$ cat config.mk
export PLATFORM = sky130hd
export DESIGN_NAME = alu_instr_sequencer
export DESIGN_NICKNAME = d
export VERILOG_FILES = /design/src/rtl/alu_instr_sequencer.sv
export SDC_FILE = /design/constraint.sdc
export NUM_CORES = 1
export LEC_CHECK = 0
export CAP_MARGIN = 5
export CORE_MARGIN = 5
export CORE_UTILIZATION = 31
export CTS_CLUSTER_SIZE = 16
export DETAILED_ROUTE_END_ITERATION = 10
export HOLD_SLACK_MARGIN = 0.05
export PLACE_DENSITY = 0.66
export SLEW_MARGIN = 20
export SYNTH_ARGS = -nofsm -noshare
export SYNTH_HDL_FRONTEND = slang
export SYNTH_SLANG_ARGS = --single-unit
$ cat constraint.sdc
create_clock -name clk -period 6.1 [get_ports clk]
set_clock_uncertainty 0.05 [all_clocks]
set_input_delay 1.22 -clock clk [delete_from_list [all_inputs] [get_ports clk]]
set_output_delay 1.22 -clock clk [all_outputs]
set_load 0.05 [all_outputs]
$ cat src/rtl/alu_instr_sequencer.sv
`default_nettype none
// ---------------------------------------------------------------------------
// alu_instr_sequencer - fetch/execute control strobes for one reg-reg ALU op
// Rev 1.0
// ---------------------------------------------------------------------------
module alu_instr_sequencer #(
   parameter int DATA_W    = 32,
   parameter int NUM_REGS  = 16,
   parameter int REG_SEL_W = 4,
   parameter int OPC_W     = 5
) (
   input  logic                clk,
   input  logic                reset,
   input  logic                start,
   input  logic                hold,
   input  logic                mem_rdy,
   input  logic [DATA_W-1:0]   ir,
   output logic                pc_out,
   output logic                pc_in,
   output logic                inc_pc,
   output logic                mar_in,
   output logic                read,
   output logic                mdr_in,
   output logic                mdr_out,
   output logic                ir_in,
   output logic                y_in,
   output logic                z_in,
   output logic                zlow_out,
   output logic                zhigh_out,
   output logic                hi_in,
   output logic                lo_in,
   output logic [NUM_REGS-1:0] reg_out,
   output logic [NUM_REGS-1:0] reg_in,
   output logic [12:0]         alu_sel,
   output logic                busy,
   output logic                done,
   output logic                illegal
);

   localparam logic [OPC_W-1:0] c_op_add  = OPC_W'(3);
   localparam logic [OPC_W-1:0] c_op_sub  = OPC_W'(4);
   localparam logic [OPC_W-1:0] c_op_and  = OPC_W'(5);
   localparam logic [OPC_W-1:0] c_op_or   = OPC_W'(6);
   localparam logic [OPC_W-1:0] c_op_ror  = OPC_W'(7);
   localparam logic [OPC_W-1:0] c_op_rol  = OPC_W'(8);
   localparam logic [OPC_W-1:0] c_op_shr  = OPC_W'(9);
   localparam logic [OPC_W-1:0] c_op_shra = OPC_W'(10);
   localparam logic [OPC_W-1:0] c_op_shl  = OPC_W'(11);
   localparam logic [OPC_W-1:0] c_op_mul  = OPC_W'(15);
   localparam logic [OPC_W-1:0] c_op_div  = OPC_W'(16);
   localparam logic [OPC_W-1:0] c_op_neg  = OPC_W'(17);
   localparam logic [OPC_W-1:0] c_op_not  = OPC_W'(18);

   localparam logic [NUM_REGS-1:0] c_reg_one = {{(NUM_REGS-1){1'b0}}, 1'b1};

   typedef enum logic [3:0] {
      S_IDLE  = 4'd0,
      S_T0    = 4'd1,
      S_T1    = 4'd2,
      S_T2    = 4'd3,
      S_T3    = 4'd4,
      S_T4    = 4'd5,
      S_T5    = 4'd6,
      S_T6    = 4'd7,
      S_DONE  = 4'd8,
      S_ABORT = 4'd9
   } state_t;

   state_t state;
   state_t next_state;

   logic [OPC_W-1:0]     opc;
   logic [REG_SEL_W-1:0] fld_ra;
   logic [REG_SEL_W-1:0] fld_rb;
   logic [REG_SEL_W-1:0] fld_rc;
   logic                 unused_ir;

   assign opc    = ir[DATA_W-1 -: OPC_W];
   assign fld_ra = ir[DATA_W-OPC_W-1 -: REG_SEL_W];
   assign fld_rb = ir[DATA_W-OPC_W-REG_SEL_W-1 -: REG_SEL_W];
   assign fld_rc = ir[DATA_W-OPC_W-2*REG_SEL_W-1 -: REG_SEL_W];
   assign unused_ir = ^ir[DATA_W-OPC_W-3*REG_SEL_W-1:0];

   logic [12:0] dec_alu;
   logic        dec_legal_op;
   logic        dec_unary;
   logic        dec_bad_reg;

   always_comb begin
      dec_alu      = '0;
      dec_legal_op = 1'b1;
      case (opc)
         c_op_and:  dec_alu = 13'h0001;
         c_op_or:   dec_alu = 13'h0002;
         c_op_add:  dec_alu = 13'h0004;
         c_op_sub:  dec_alu = 13'h0008;
         c_op_mul:  dec_alu = 13'h0010;
         c_op_div:  dec_alu = 13'h0020;
         c_op_shr:  dec_alu = 13'h0040;
         c_op_shra: dec_alu = 13'h0080;
         c_op_shl:  dec_alu = 13'h0100;
         c_op_ror:  dec_alu = 13'h0200;
         c_op_rol:  dec_alu = 13'h0400;
         c_op_neg:  dec_alu = 13'h0800;
         c_op_not:  dec_alu = 13'h1000;
         default:   dec_legal_op = 1'b0;
      endcase
   end

   assign dec_unary = dec_alu[11] | dec_alu[12];

   // A register field can only address past the file when the field is wider than needed.
   generate
      if (NUM_REGS < (1 << REG_SEL_W)) begin : g_range_chk
         localparam logic [REG_SEL_W:0] c_nregs = (REG_SEL_W+1)'(NUM_REGS);
         assign dec_bad_reg = ({1'b0, fld_ra} >= c_nregs) |
                              ({1'b0, fld_rb} >= c_nregs) |
                              (!dec_unary && ({1'b0, fld_rc} >= c_nregs));
      end else begin : g_no_range_chk
         assign dec_bad_reg = 1'b0;
      end
   endgenerate

   logic [12:0]          op_alu;
   logic [REG_SEL_W-1:0] op_ra;
   logic [REG_SEL_W-1:0] op_rb;
   logic [REG_SEL_W-1:0] op_rc;
   logic                 op_unary;
   logic                 op_muldiv;

   assign op_unary  = op_alu[11] | op_alu[12];
   assign op_muldiv = op_alu[4]  | op_alu[5];

   always_ff @(posedge clk or negedge reset) begin
      if (!reset) begin
         state <= S_IDLE;
      end else begin
         state <= next_state;
      end
   end

   // ir must be stable by T2; the fields are captured as T2 retires so execute steps see a frozen op.
   always_ff @(posedge clk or negedge reset) begin
      if (!reset) begin
         op_alu <= '0;
         op_ra  <= '0;
         op_rb  <= '0;
         op_rc  <= '0;
      end else if (state == S_T2 && !hold) begin
         op_alu <= dec_alu;
         op_ra  <= fld_ra;
         op_rb  <= fld_rb;
         op_rc  <= fld_rc;
      end
   end

   function automatic logic [NUM_REGS-1:0] reg_dec(input logic [REG_SEL_W-1:0] idx);
      return c_reg_one << idx;
   endfunction

   always_comb begin
      next_state = state;
      pc_out     = 1'b0;
      pc_in      = 1'b0;
      inc_pc     = 1'b0;
      mar_in     = 1'b0;
      read       = 1'b0;
      mdr_in     = 1'b0;
      mdr_out    = 1'b0;
      ir_in      = 1'b0;
      y_in       = 1'b0;
      z_in       = 1'b0;
      zlow_out   = 1'b0;
      zhigh_out  = 1'b0;
      hi_in      = 1'b0;
      lo_in      = 1'b0;
      reg_out    = '0;
      reg_in     = '0;
      alu_sel    = '0;
      done       = 1'b0;
      illegal    = 1'b0;
      busy       = (state != S_IDLE);

      if (state == S_IDLE) begin
         if (start) next_state = S_T0;
      end else if (!hold) begin
         case (state)
            S_T0: begin
               pc_out     = 1'b1;
               mar_in     = 1'b1;
               inc_pc     = 1'b1;
               pc_in      = 1'b1;
               next_state = S_T1;
            end
            S_T1: begin
               read   = 1'b1;
               mdr_in = mem_rdy;
               if (mem_rdy) next_state = S_T2;
            end
            S_T2: begin
               mdr_out = 1'b1;
               ir_in   = 1'b1;
               if (!dec_legal_op || dec_bad_reg) next_state = S_ABORT;
               else if (dec_unary)               next_state = S_T4;
               else                              next_state = S_T3;
            end
            S_T3: begin
               reg_out    = reg_dec(op_rb);
               y_in       = 1'b1;
               next_state = S_T4;
            end
            S_T4: begin
               reg_out    = reg_dec(op_unary ? op_rb : op_rc);
               alu_sel    = op_alu;
               z_in       = 1'b1;
               next_state = S_T5;
            end
            S_T5: begin
               zlow_out = 1'b1;
               if (op_muldiv) begin
                  lo_in      = 1'b1;
                  next_state = S_T6;
               end else begin
                  reg_in     = reg_dec(op_ra);
                  next_state = S_DONE;
               end
            end
            S_T6: begin
               zhigh_out  = 1'b1;
               hi_in      = 1'b1;
               next_state = S_DONE;
            end
            S_DONE: begin
               done       = 1'b1;
               next_state = S_IDLE;
            end
            S_ABORT: begin
               illegal    = 1'b1;
               next_state = S_IDLE;
            end
            default: next_state = S_IDLE;
         endcase
      end
   end

endmodule
`default_nettype wire

### Word level (Yosys, flattened, before mapping)

Index checks and enable logic that the tools add are counted.

| storage, ports and cells | value |
|---|---|
| input bits | 37 |
| register bits after elaboration | 29 |

| cells by class | value |
|---|---|
| bitwise logic cells | 3 |
| multiplexer cells | 55 |
| eq/ne operators | 25 |
| shift operators | 3 |
| reduce and logical (&&, ||, !) cells | 6 |

Operators by type and width:

| kind | number |
|---|---|
| one-hot mux 13 bit (13 select lines) | 1 |
| 2-to-1 mux 16 bit | 6 |
| << shifter 1 x 4 -> 16 bit (first input constant) | 3 |
| 2-to-1 mux 13 bit | 3 |
| 2-to-1 mux 1 bit | 36 |
| one-hot mux 16 bit (2 select lines) | 1 |
| 2-to-1 mux 4 bit | 7 |
| one-hot mux 4 bit (7 select lines) | 1 |
| equality test 5 x 4 -> 1 bit (second input constant) | 5 |
| equality test 5 x 3 -> 1 bit (second input constant) | 4 |
| equality test 4 x 3 -> 1 bit (second input constant) | 4 |
| equality test 5 bit (second input constant) | 3 |
| OR reduction 13 bit | 1 |
| equality test 4 x 2 -> 1 bit (second input constant) | 2 |
| equality test 4 bit (second input constant) | 2 |
| equality test 5 x 2 -> 1 bit (second input constant) | 1 |
| equality test 4 x 1 -> 1 bit (second input constant) | 1 |
| zero test 4 bit | 1 |
| nonzero test 4 bit | 1 |
| != test 3 bit (second input constant) | 1 |
| bitwise OR 1 bit | 3 |
| AND reduction 3 bit | 1 |
| != test 2 x 1 -> 1 bit (second input constant) | 1 |
| != test 2 bit (second input constant) | 1 |
| 2 further kinds | 2 |

### Longest topological paths before layout

| logic depth | value |
|---|---|
| depth in word-level cells | 8 |
| gate-level depth with buffers | 8 |
| gate-level depth less buffers | 5 |

### Least setup slack after synthesis

No wires, ideal clock.

| timing path | value |
|---|---|
| kind | input port to output port |
| from | in hold |
| to | out reg_in[8] |
| setup slack | 1.483 ns |
| data required time | 4.830 ns |
| stages on the path | 5 |
| arrival time | 3.347 ns |
| cell sequence | or3b_1 -> buf_2 -> nor2_4 -> nand4b_1 -> nor3_1 |

| on the way | value |
|---|---|
| longest elaborated chain between the ends | 2 |

Ends and longest elaborated chain:

| item | RTL line | text |
|---|---|---|
| from (decl) | 15 | `input logic hold,` |
| 2-to-1 mux 16 bit | 186 | `end else if (!hold) begin` |
| 2-to-1 mux 16 bit | 184 | `if (state == S_IDLE) begin` |
| to (decl) | 33 | `output logic [NUM_REGS-1:0] reg_in,` |

Every way passes these cells.

### Final worst setup path

| timing path | value |
|---|---|
| from | in hold |
| to | out alu_sel[12] |

| on the way | value |
|---|---|
| longest elaborated chain between the ends | 2 |

Ends and longest elaborated chain:

| item | RTL line | text |
|---|---|---|
| 2-to-1 mux 13 bit | 186 |  |
| 2-to-1 mux 13 bit | 184 |  |
| to (decl) | 34 | `output logic [12:0] alu_sel,` |

Every way passes these cells.

==> run metrics <==
area of the multi-input gates 1050 um2; Post-synth EDFFs 0; gr ovfl total 0; WL/cell approximately 13 um; Post-Syn Nets roughly 280; Max Root-Sink Buffers 2; Worst-Margin Slew between 600 and 700 ps; final hold vios 0; share of layout cells above drive strength 1 5.59%; cell area after layout roughly 2800 um2; Antenna diodes 0; CORE AREA slightly below 6000 um2; Most used DFF post-synth dfrtp_1; Die H 88.4 um; storage element area roughly 730 um2; reg2reg setup slack 3950 ps; largest net degree at the start of global routing 38; worst r2r path cells 6; final WL between 5000 and 6000 um; kind of critical path input pin to primary output; Synth-to-Final Area Change 48.3%; first-pass GRT wire length slightly below 9000 um; fill count roughly 620; syn avg cell area 7.70 um2; Post-synth ARST share 100%; Hold Path Class flop to flop; initial DRC count 29; startpoint class of the critical path input pin; Cell Pwr Density about 330 nW/um2; register area share after synthesis roughly two fifths; H-Tree Depth 2; Clock Sinks 29; # DRC 0; RR Endpoint op_rb[1]$_DFFE_PN0P_; Nets approximately 360; CP Data Arrival Time about 3800 ps; chip width 88.4 um; Leak 1.11 nW; routability congestion estimate between 0.8 and 0.9; GR Util All Layers a little over an eighth; Placed Area 2740 um2; TritonCTS clock tree yes; Setup TNS 0 ps; DR pass1 iterations 4; Peak Freq between 0.15 and 0.2 GHz; Setup Buffers After CTS 0; Max-Cap Viols 0; worst-case vdd ir drop 129 uV; die footprint slightly below 8000 um2; worst hold path cell count 2; Hold Startpoint op_alu[8]$_DFFE_PN0P_; Num CTS Buffers 5; Seq cells post-synth 29; Worst-path clk slew around 60 ps; Port Buffer Count 83; post-DP HPWL about 4000 um; DR vias around 1900; hold worst-path end op_alu[8]$_DFFE_PN0P_; total I/O pin count 99; status finished, final reports clean; CTS resizes 0; Yosys cell types 42; Crit path required time 4830 ps; Final period util between 80 and 90%; Initial Util around a third; Synth Instances between 200 and 250; capturing element type of the critical path primary output; initial antenna violation count 0; Synth Warn # 0; vias in the first global route roughly 1800; Worst R2R Start state[3]$_DFFE_PN0P_; Setup Viol. Count Final 0; fin crit period between 5000 and 6000 ps; setup repair after global routing missed its margin no; Mapped Area ~1900 um2; worst skew pair latency ~270 ps; Clock Tree Root clkbuf_8; antenna-violating nets left 0; vias per cell 4.85; WHS 418 ps; row count 28; CTS hold repair buffers 0; Final Max Tran Viols 0; Slew headroom 53.1%; CP max FO 14
critical path: stages:
cell             delay [ps]
clkdlybuf4s50_1         490
or3b_1                  510
nor2_1                  580
and2_1                  210
clkdlybuf4s50_1         820
registers in the layout, indices dropped and copies added, names as in the netlist:
| name | cells |
|---|---|
| op_rc | 4 |
| state | 4 |
| op_ra | 4 |
| op_rb | 4 |
| op_alu | 13 |
cell type report:
type | count | area share [%]
clock buffer | 6 | 2.57
sequential | 29 | 25.7
timing repair buffer | 85 | 30.0
clock inverter | 2 | 0.355
multi-input combinational | 194 | 37.3
tap | 75 | 3.32
inverter | 6 | 0.798
stage by stage:
stage               power (W)  setup WS (ps)  util, %  std cells
floorplan            0.000687           1480        -        247
global placement     0.000790            956     46.0        389
detailed placement   0.000799            932     46.0        389
CTS                  0.000951            931     47.4        397
global route          0.00102            789     47.4        397
finish               0.000940            991     47.4        397
how the worst max path moves through the flow:
stage          startpoint     endpoint  cells after the start  slack [ps]
2_1_floorplan        hold    reg_in[8]                      5        1480
3_3_place_gp         hold  alu_sel[12]                      5         960
3_5_place_dp         hold  alu_sel[12]                      5         930
4_1_cts              hold  alu_sel[12]                      5         930
5_1_grt              hold        ir_in                      6         790
6_report             hold  alu_sel[12]                      5         990
metal layers:
metal / vias to the layer above / routed length (um) / GRT usage, %
met2: 48 / 2500 / 22.9
met3: 6 / 321 / 2.98
met5: - / 0 / 0
met1: 879 / 2250 / 17.9
li1: 991 / - / -
met4: 0 / 48 / 3.71
where the power goes:
group	internal, W	switching (W)
Combinational	0.000168	0.000274
Clock	0.0000787	0.0000674
Sequential	0.000257	0.0000938
placed cells by master, fill, tap and decap left out, types with 7 or more instances in the layout:
cell and n:
nor2_1 39, clkdlybuf4s50_1 83, and2_1 14, a21oi_1 7
o31ai_1 9, nand2_1 50, nor3_1 9, dfrtp_1 29
nand2b_1 10
kinds of logic (layout without fill, tap and decap cells):
group / after synthesis / after routing / synth area share, %
AO/OA/AOI/OAI: 41 / 41 / 14.9
buffers and inverters: 24 / 99 / 6.57
AND/OR/NAND/NOR: 153 / 153 / 40.4
flip-flops: 29 / 29 / 38.1
synth_stat cells (2+ instances only):
cell type	instances	area [um2]
a21oi_1	7	35.0
and2_1	14	87.6
inv_1	6	22.5
o22ai_1	2	12.5
o41ai_1	5	43.8
nor3b_1	6	45.0
buf_2	7	35.0
clkbuf_1	4	15.0
nand2b_1	10	62.6
a31oi_1	4	25.0
nor3_1	9	45.0
buf_4	5	37.5
nand2_1	50	188
dfrtp_1	29	726
or2_2	2	12.5
nor2_1	39	146
or3_1	4	25.0
o21ai_1	2	10.0
nor2b_1	2	12.5
nand4b_1	2	17.5
o31ai_1	9	67.6
and3_1	4	25.0
o21ai_0	6	30.0
Note: power is estimated with default switching activity, not from simulation.
